===== config.mk =====
export PLATFORM = sky130hd
export DESIGN_NAME = lcd_cmd_sequencer
export DESIGN_NICKNAME = d
export VERILOG_FILES = /design/src/rtl/lcd_cmd_sequencer.sv
export SDC_FILE = /design/constraint.sdc
export NUM_CORES = 1
export LEC_CHECK = 0
export CORE_MARGIN = 4
export CORE_UTILIZATION = 56
export DETAILED_ROUTE_END_ITERATION = 10
export GPL_TIMING_DRIVEN = 0
export PLACE_DENSITY_LB_ADDON = 0.08
export SLEW_MARGIN = 15
export SYNTH_ARGS = -nofsm -noshare
export SYNTH_HDL_FRONTEND = slang
export SYNTH_SLANG_ARGS = --single-unit

===== constraint.sdc =====
create_clock -name clk -period 4.12 [get_ports clk]
set_clock_uncertainty 0.15 [all_clocks]
set_input_delay 1.236 -clock clk [delete_from_list [all_inputs] [get_ports clk]]
set_output_delay 1.236 -clock clk [all_outputs]
set_load 0.01 [all_outputs]

===== src/rtl/lcd_cmd_sequencer.sv =====
// lcd_cmd_sequencer: fetches 4-bit commands from a script ROM and issues them
// to the LCD engine over cmd/cmd_valid/busy until the WRITE command completes.
module lcd_cmd_sequencer #(
  parameter int unsigned AW      = 6,
  parameter int unsigned TIMEOUT = 1024
) (
  input  logic          clk,
  input  logic          reset,
  input  logic          start,
  output logic          scr_rd,
  output logic [AW-1:0] scr_a,
  input  logic [3:0]    scr_q,
  output logic [3:0]    cmd,
  output logic          cmd_valid,
  input  logic          busy,
  input  logic          done,
  output logic          seq_busy,
  output logic          seq_done,
  output logic          seq_err,
  output logic [1:0]    err_code,
  output logic [AW:0]   issued_cnt
);

  localparam int unsigned TW = $clog2(TIMEOUT) + 1;

  localparam logic [AW-1:0] LAST_A  = '1;
  localparam logic [AW-1:0] A_ONE   = AW'(1);
  localparam logic [AW:0]   CNT_MAX = '1;
  localparam logic [AW:0]   CNT_ONE = (AW+1)'(1);
  localparam logic [TW-1:0] T_LIM   = TW'(TIMEOUT - 1);
  localparam logic [TW-1:0] T_ONE   = TW'(1);
  localparam logic [3:0]    MAX_CMD = 4'd11;
  localparam logic [3:0]    CMD_WR  = 4'd0;

  localparam logic [1:0] ERR_NONE = 2'd0;
  localparam logic [1:0] ERR_ILL  = 2'd1;
  localparam logic [1:0] ERR_TMO  = 2'd2;
  localparam logic [1:0] ERR_END  = 2'd3;

  typedef enum logic [2:0] {
    IDLE, FETCH, WAIT_Q, ISSUE, GUARD, WAIT_DONE, FINISH, ERROR
  } state_t;

  state_t          state, state_d;
  logic [AW-1:0]   scr_a_d;
  logic [3:0]      cmd_d;
  logic [1:0]      err_d;
  logic [AW:0]     issued_d;
  logic [TW-1:0]   tcnt, tcnt_d;
  logic            tmo;

  // Next-state, datapath updates and the busy-qualified command strobe.
  // cmd_valid is a live decode of ISSUE and busy so it can never coincide
  // with busy=1, and it vanishes with the state on an asynchronous reset.
  always_comb begin
    state_d   = state;
    scr_a_d   = scr_a;
    cmd_d     = cmd;
    err_d     = err_code;
    issued_d  = issued_cnt;
    cmd_valid = 1'b0;
    tmo       = (tcnt == T_LIM);

    case (state)
      IDLE, FINISH, ERROR: begin
        if (start) begin
          state_d  = FETCH;
          scr_a_d  = '0;
          issued_d = '0;
          err_d    = ERR_NONE;
        end
      end
      FETCH: state_d = WAIT_Q;
      WAIT_Q: begin
        cmd_d = scr_q;
        if (scr_q > MAX_CMD) begin
          state_d = ERROR;
          err_d   = ERR_ILL;
        end else begin
          state_d = ISSUE;
        end
      end
      ISSUE: begin
        if (!busy) begin
          cmd_valid = 1'b1;
          if (issued_cnt != CNT_MAX) issued_d = issued_cnt + CNT_ONE;
          state_d = (cmd == CMD_WR) ? WAIT_DONE : GUARD;
        end else if (tmo) begin
          state_d = ERROR;
          err_d   = ERR_TMO;
        end
      end
      GUARD: begin
        if (scr_a == LAST_A) begin
          state_d = ERROR;
          err_d   = ERR_END;
        end else begin
          scr_a_d = scr_a + A_ONE;
          state_d = FETCH;
        end
      end
      WAIT_DONE: begin
        if (done) begin
          state_d = FINISH;
        end else if (tmo) begin
          state_d = ERROR;
          err_d   = ERR_TMO;
        end
      end
      default: state_d = IDLE;
    endcase

    if (state_d != state)
      tcnt_d = '0;
    else if (state == ISSUE || state == WAIT_DONE)
      tcnt_d = tcnt + T_ONE;
    else
      tcnt_d = '0;
  end

  // State, datapath and registered status outputs decoded from the next state.
  always_ff @(posedge clk or posedge reset) begin
    if (reset) begin
      state      <= IDLE;
      scr_a      <= '0;
      cmd        <= '0;
      err_code   <= ERR_NONE;
      issued_cnt <= '0;
      tcnt       <= '0;
      scr_rd     <= 1'b0;
      seq_busy   <= 1'b0;
      seq_done   <= 1'b0;
      seq_err    <= 1'b0;
    end else begin
      state      <= state_d;
      scr_a      <= scr_a_d;
      cmd        <= cmd_d;
      err_code   <= err_d;
      issued_cnt <= issued_d;
      tcnt       <= tcnt_d;
      scr_rd     <= (state_d == FETCH);
      seq_busy   <= !(state_d == IDLE || state_d == FINISH || state_d == ERROR);
      seq_done   <= (state_d == FINISH);
      seq_err    <= (state_d == ERROR);
    end
  end

endmodule


### Word level (Yosys, flattened, before mapping)

Index checks and enable logic that the tools add are counted.

* register bits: 37
* word-level logic and storage cells: 76

* $add $sub $neg: 3
* order comparisons: 1
* equal/unequal tests: 22
* multiplexer cells: 26
* reduce and logical (&&, ||, !) cells: 14

Operators with widths (count)
* 11-bit two-way mux: 2
* 7-bit two-way mux: 3
* 3-bit equality test, second input constant: 6
* 3-bit two-way mux: 6
* 3-bit case mux with 6 select lines: 1
* 2-bit != test, second input constant: 8
* 7-bit case mux with 2 select lines: 1
* 2-bit two-way mux: 6
* 6-bit two-way mux: 2
* 6-bit case mux with 2 select lines: 1
* 11-bit by 1-bit adder with 11-bit output, second input constant: 1
* 11-bit by 10-bit equality test with 1-bit output, second input constant: 1
* 2-bit case mux with 5 select lines: 1
* 7-bit by 1-bit adder with 7-bit output, second input constant: 1
* 7-bit != test, second input constant: 1
* 6-bit by 1-bit adder with 6-bit output, second input constant: 1
* 3-bit by 1-bit equality test with 1-bit output, second input constant: 2
* 3-bit by 2-bit equality test with 1-bit output, second input constant: 2
* 6-bit equality test, second input constant: 1
* 3-bit zero test: 2
* 6-bit AND reduction: 1
* 5-bit nonzero test: 1
* 4-bit greater-than comparator, second input constant: 1
* 4-bit zero test: 1
* 8 further kinds: 13

### Longest topological paths before layout

Gate-level depths: netlist of run 1.

* depth in word-level cells: 8
* mapped depth: 8
* depth with buffers taken out: 7

### Least setup slack after synthesis of run 1

OpenSTA, ideal clock, no wires.

* path type: input-to-output
* start: input busy
* end: output cmd_valid
* data arrival time: 1615 ps
* setup slack: 1119 ps
* stages: 3
* path buffers: 0
* path through: nor3b_4 -> nand2_2 -> clkinv_2

* word-level cells in the longest chain between the ends: 2

RTL lines
* start: declaration: line 15 `input logic busy,`
* 1-bit two-way mux: line 84 `if (!busy) begin`
* 1-bit two-way mux: line 64 `case (state)`
* end: declaration: line 14 `output logic cmd_valid,`

No other way between the ends.

### Worst setup path in the final report of run 1

Same ends and word-level chain as after synthesis.

==> results_dict.tcl, run 1 <==
set metrics [dict create \
    antennaDiodeCount 0 \
    placed_area_um2 2240 \
    place_congestion 0.897 \
    synth_seq_cells 37 \
    post_synth_num_cell_types 42 \
    cts.clk_slew.worst_paths_ps 100 \
    syn_avg_cell_area_um2 9.43 \
    cts_resized 0 \
    synth_flop_cell "dfrtp_1" \
    cts_tree "built" \
    postRouteAntennaNets 0 \
    p_per_area_nw_per_um2 605 \
    initial_utilization 0.597 \
    period_minus_slack_ps 4090 \
    critPathKind "input port to output pin" \
    area_delta_synth_final_pct 26.4 \
    finish.utilization 0.755 \
    p_leak_nw 0.998 \
    yosysWarnings 0 \
    numCtsBuffers 5 \
    portBuffers 32 \
    holdPathStages 1 \
    clock_power_share 0.223 \
    die_x_um 65.8 \
    clockRootBuffer "clkbuf_4" \
    crit_chain "clkdlybuf4s50_1, nor3b_4, nand2_2, clkinv_2, clkdlybuf4s50_1" \
    maxSlewViolCount 0 \
    setup_viol 0 \
    final_layout_size_suffix_gt1_frac 0.0958 \
    dieArea_um2 4320 \
    rrSetupSlack_ps 1780 \
    relSlewSlack 0.496 \
    seq_power_share 0.364 \
    clk_latency_ps 350 \
    synth_area_um2 1870 \
    p_int_uw 910 \
    hold_path.class "flop to flop" \
    path_max_fanout 4 \
    synth_top_area_frac 0.496 \
    status "completed" \
    track_usage 0.208 \
    vias_per_cell 5.71 \
    numClockSinks 37 \
    syn_inst 198 \
    synth_edf_count 0 \
    worstHoldStart "tcnt[0]" \
    startpoint_type "input port" \
    endpoint_kind "output pin" \
    fin_ws_ps 28.8 \
    worstHoldEndpoint "tcnt[0]" \
    htreeDepth 2 \
    switching_share 0.363 \
    drt-pass1-iter-count 4 \
    crit_family "buffers and inverters" \
    worstMarginPinSlew_ps 754 \
    grt_pass1_vias 1542 \
    synth_nets 210 \
    vias 1622 \
    dpl_worst_slack_ps -11.8 \
    drc 0 \
    comb_power_share 0.413 \
    ys_seq_area_frac 0.496 \
    fin_crit_sh 0.993 \
    rsz0062_at_grt "false" \
    power_mw 1.43 \
    arrival_ps 2710 \
    hold_viol 0 \
    grt_pass1_wl_mm 6.91 \
    cp_slowest_cell "clkdlybuf4s50_1" \
    cts_hold_buffers 0 \
    rr_endpoint "tcnt[3]" \
    final_area_um2 2360 \
    dp_hpwl_mm 2.93 \
    fmax_ghz 0.244 \
    clockBufferDepth 2 \
    p_sw_uw 519 \
    critPathBufInv 3 \
    maxCapViolCount 0 \
    synth_area_leaders "dfrtp_1 (50%), nor2_1 (5.4%), nand3_1 (4.3%), nand2_1 (3.8%), xnor2_1 (3.8%)" \
    drtIter0Drc 136 \
    async_reset_ff_frac 1.00 \
    wl_per_cell_um 14.3 \
    fill_cells 216 \
    die_y_um 65.8 \
    ir_worst_vdd_mv 0.409 \
    multi_input_area_um2 896 \
    yosysTopAreaCell "dfrtp_1" \
    r2r_start "tcnt[0]" \
    gr-total-overflow 0 \
    reg2reg_depth 7 \
    cp_common_cell "clkdlybuf4s50_1" \
    seq_area_um2 926 \
    core_area_um2 3130 \
    rows 20 \
    cpPeakStageDelay_ps 530 \
    cp.required_ps 2730 \
    io_pins 33 \
    grt_max_degree 38 \
    nNetsFinal 251 \
    antenna_found_initial 0 \
    wl_mm 4.07 \
]
-- layout make-up --
cell class	count	share of cell area
Inverter	6	0.0101
Sequential cell	37	0.392
Timing Repair Buffer	34	0.142
Tap cell	44	0.0233
Clock buffer	5	0.0159
Clock inverter	3	0.0276
Multi-Input combinational cell	150	0.379
Buffer	5	0.00954
-- worst max-delay path by stage --
stage               from         to  slack (ps)  cells past startpoint
floorplan           busy  cmd_valid        1120                      3
global placement    busy  cmd_valid           6                      5
detailed placement  busy  cmd_valid         -10                      5
CTS                 busy  cmd_valid          20                      5
global route        busy  cmd_valid         0.5                      5
finish              busy  cmd_valid          30                      5
-- sequential cells by signal (all words and copies together), names as in the netlist --
| name | count |
|---|---|
| issued_cnt | 7 |
| seq_err | 1 |
| tcnt | 11 |
| err_code | 2 |
| scr_rd | 1 |
| seq_done | 1 |
| cmd | 4 |
| scr_a | 6 |
| state | 3 |
| seq_busy | 1 |
-- synthesized netlist by cell type (2+ instances only) --
master / n
a211oi_1: 2
o31ai_1: 3
nor3_1: 3
a21oi_1: 8
clkbuf_1: 2
xor2_1: 4
o41ai_1: 2
and3_1: 4
nor2_1: 27
mux2_2: 5
xnor2_1: 8
o21ai_1: 3
dfrtp_1: 37
nor3b_1: 2
a22oi_1: 2
buf_2: 3
ha_1: 3
nand4_1: 2
inv_1: 5
and2_1: 4
nand2b_1: 5
nand3_1: 16
nand2_1: 19
o21ai_0: 11
-- layout by cell type (no fill, tap or decap), drive strengths merged, types with 2 or more instances in the layout --
cell type,synthesis,routed
a22oi,2,2
o21ai,14,14
xor2,4,4
a21oi,8,8
bufinv,0,2
inv,5,5
nand3,16,16
ha,3,3
o31ai,3,3
nor3b,3,3
clkbuf,2,7
clkinv,1,2
dfrtp,37,37
xnor2,8,8
o41ai,2,2
nand4,2,2
mux2,5,5
nor2,27,27
and3,4,4
nor3,3,3
nand2b,5,5
clkdlybuf4s50,0,32
and2,4,4
a211oi,2,2
nand2,20,20
buf,3,5
-- routing by layer --
layer	up-vias	track usage	routed length, µm
li1	783	-	-
met1	763	0.265	1790
met2	69	0.343	1980
met3	7	0.0598	256
met4	0	0.0570	43
met5	-	0	0
-- power by group through the flow --
stage	sequential [mW]	combinational, mW	clock [mW]
after floorplan	0.537	0.333	0
after global placement	0.518	0.558	0
after detailed placement	0.523	0.573	0
after CTS	0.518	0.582	0.322
after global routing	0.530	0.653	0.339
final	0.520	0.591	0.319
-- through the flow --
| stage | TNS [ps] | hold slack (ps) | cells |
|---|---|---|---|
| finish | 0 | 319 | 284 |
| global route | 0 | 346 | 284 |
| floorplan | 0 | 283 | 198 |
| detailed placement | -11.8 | 310 | 274 |
| global placement | 0 | 296 | 274 |
| CTS | 0 | 326 | 283 |
-- kinds of logic (layout without fill, tap and decap cells) --
logic type,Yosys count,count (layout),synth area share
AO/OA/AOI/OAI,39,39,0.131
XOR/XNOR,12,12,0.0563
adder cells (fa/ha/maj),3,3,0.0201
buffers and inverters,11,53,0.0248
flip-flops,37,37,0.496
multiplexers,6,6,0.0355
AND/OR/NAND/NOR,90,90,0.236
-- repair_timing --
item / 4_1_cts / 5_1_grt
endpoints found under the setup margin: 1 / 1
hold endpoints to repair: 0 / 0
pin swaps: 1 / 1
setup buffers: 1 / 1
Note: power is estimated with default switching activity, not from simulation.
==> run 2, diff against run 1 <==
GPL_ROUTABILITY_DRIVEN = 0   (was unset)
==> run 2 against run 1 <==
Against the previous run:
- clock power fell by 17%
- cell count shrank 0.35%
- largest power group unchanged
- final area fell by 0.95%
- clock-buffer cell count up 2
- global-route usage up 0.42 points
- sequential share of layout area increased by 0.38 points
- sequential power about the same
==> results_dict.tcl, run 2 (synthesis gave the netlist of run 1 again) <==
set metrics [dict create \
    status "completed" \
    relSlewSlack 0.494 \
    hold_path.class "flop to flop" \
    finalNonFillerCells 283 \
    period_minus_slack_ps 3760 \
    maxSlewViolCount 0 \
    rows 20 \
    path_max_fanout 4 \
    fin_ws_ps 359 \
    clk_latency_ps 340 \
    fmax_ghz 0.266 \
    rsz0062_at_grt "false" \
    p_per_area_nw_per_um2 584 \
    portBuffers 32 \
    dp_hpwl_mm 2.93 \
    antenna_found_initial 0 \
    arrival_ps 2370 \
    multi_input_area_um2 896 \
    initial_utilization 0.597 \
    numCtsBuffers 5 \
    track_usage 0.212 \
    power_mw 1.36 \
    ir_worst_vdd_mv 0.423 \
    p_leak_nw 0.992 \
    cts_tree "built" \
    nNetsFinal 250 \
    antennaDiodeCount 0 \
    grt_pass1_wl_mm 7.04 \
    cp.required_ps 2730 \
    die_x_um 65.8 \
    drc 0 \
    maxCapViolCount 0 \
    dpl_worst_slack_ps -11.6 \
    vias_per_cell 5.80 \
    grt_pass1_vias 1637 \
    fill_cells 239 \
    hold_viol 0 \
    postRouteAntennaNets 0 \
    drt-pass1-iter-count 4 \
    final_cell_mix "dfrtp_1 (37), clkdlybuf4s50_1 (31), nor2_1 (27), nand2_1 (19), nand3_1 (16)" \
    gr-total-overflow 0 \
    die_y_um 65.8 \
    numClockSinks 37 \
    core_area_um2 3130 \
    drtIter0Drc 95 \
    crit_family "buffers and inverters" \
    cp_slowest_cell "clkdlybuf4s50_1" \
    htreeDepth 2 \
    layout_commonest_cell "dfrtp_1" \
    critPathBufInv 3 \
    wl_mm 4.08 \
    largest_reg_flops 11 \
    fin_crit_sh 0.913 \
    clockRootBuffer "clkbuf_4" \
    critPathKind "input port to output pin" \
    place_inst 274 \
    dieArea_um2 4320 \
    reg_top3 "tcnt (11), issued_cnt (7), scr_a (6)" \
    worstMarginPinSlew_ps 757 \
    cts.clk_slew.worst_paths_ps 110 \
    regMostFlops "tcnt" \
    cpPeakStageDelay_ps 530 \
    final_layout_size_suffix_gt1_frac 0.0879 \
    io_pins 33 \
    clockBufferDepth 2 \
    wl_per_cell_um 14.4 \
    setup_viol 0 \
    vias 1642 \
    area_delta_synth_final_pct 25.2 \
    endpoint_kind "output pin" \
    seq_area_um2 926 \
    grt_max_degree 38 \
    startpoint_type "input port" \
    crit_chain "dlymetal6s2s_1, nor3b_4, nand2_2, clkinv_2, clkdlybuf4s50_1" \
]
[run 2: cell types whose count changed in the layout (fill, tap and decap cells not counted), sizes merged]
cell	delta
clkbuf	+2
buf	-1
bufinv	-1
clkdlybuf4s50	-1
clkinv	-1
dlymetal6s2s	+1
[run 2: worst paths after layout]
path	start	endpoint	slack (ps)	cells past startpoint
setup / recovery	busy	cmd_valid	360	5
hold / removal	tcnt[0]	tcnt[0]	350	1
setup reg to reg	tcnt[0]	seq_err	1710	6
hold reg to reg	tcnt[0]	tcnt[0]	350	1
max in group asynchronous	reset	scr_a[2]	2150	2
min in group asynchronous	reset	cmd[0]	1190	2
[run 2: worst register-to-register path, delay by kind of cell, from the launching register on]
family,cells,cell delay [ps]
AO/OA/AOI/OAI,2,590
flip-flops,1,410
adder cells (fa/ha/maj),1,240
AND/OR/NAND/NOR,3,960
[run 2: through the flow]
step | util | TNS (ps) | instance area, µm² | hold WS (ps)
6_report | 0.748 | 0 | 2340 | 351
5_1_grt | 0.748 | 0 | 2340 | 368
4_1_cts | 0.747 | 0 | 2340 | 355
3_5_place_dp | 0.717 | -11.6 | 2240 | 317
3_3_place_gp | 0.717 | 0 | 2240 | 296
2_1_floorplan | - | 0 | 1870 | 283
[run 2: layout make-up]
type	count	area share
inverter	6	0.0102
multi-input combinational	150	0.383
clock inverter	1	0.0128
timing repair buffer	33	0.141
buffer	5	0.00963
sequential	37	0.396
clock buffer	7	0.0235
tap	44	0.0235
[run 2: metal layers]
layer | routed length, µm | vias to the layer above | GRT usage | share of wire
met4 | 98 | 0 | 0.0855 | 0.024
li1 | - | 780 | - | -
met3 | 266 | 14 | 0.0564 | 0.065
met5 | 0 | - | 0 | 0
met2 | 2010 | 56 | 0.360 | 0.49
met1 | 1710 | 792 | 0.252 | 0.42
[run 2: timing repair]
item | CTS | global route
endpoints found under the hold margin | 0 | 0
gates resized for setup | 0 | 1
pin swaps | 1 | 0
endpoints found under the setup margin | 1 | 1
hold buffers | 0 | 0
buffers inserted | 1 | 0
[run 2: report_power, final]
| part | leakage (nW) | internal (mW) | total (mW) | switching (mW) |
|---|---|---|---|---|
| registers | 0.491 | 0.443 | 0.517 | 0.0745 |
| clock network | 0.0455 | 0.145 | 0.266 | 0.121 |
| logic | 0.455 | 0.276 | 0.581 | 0.306 |
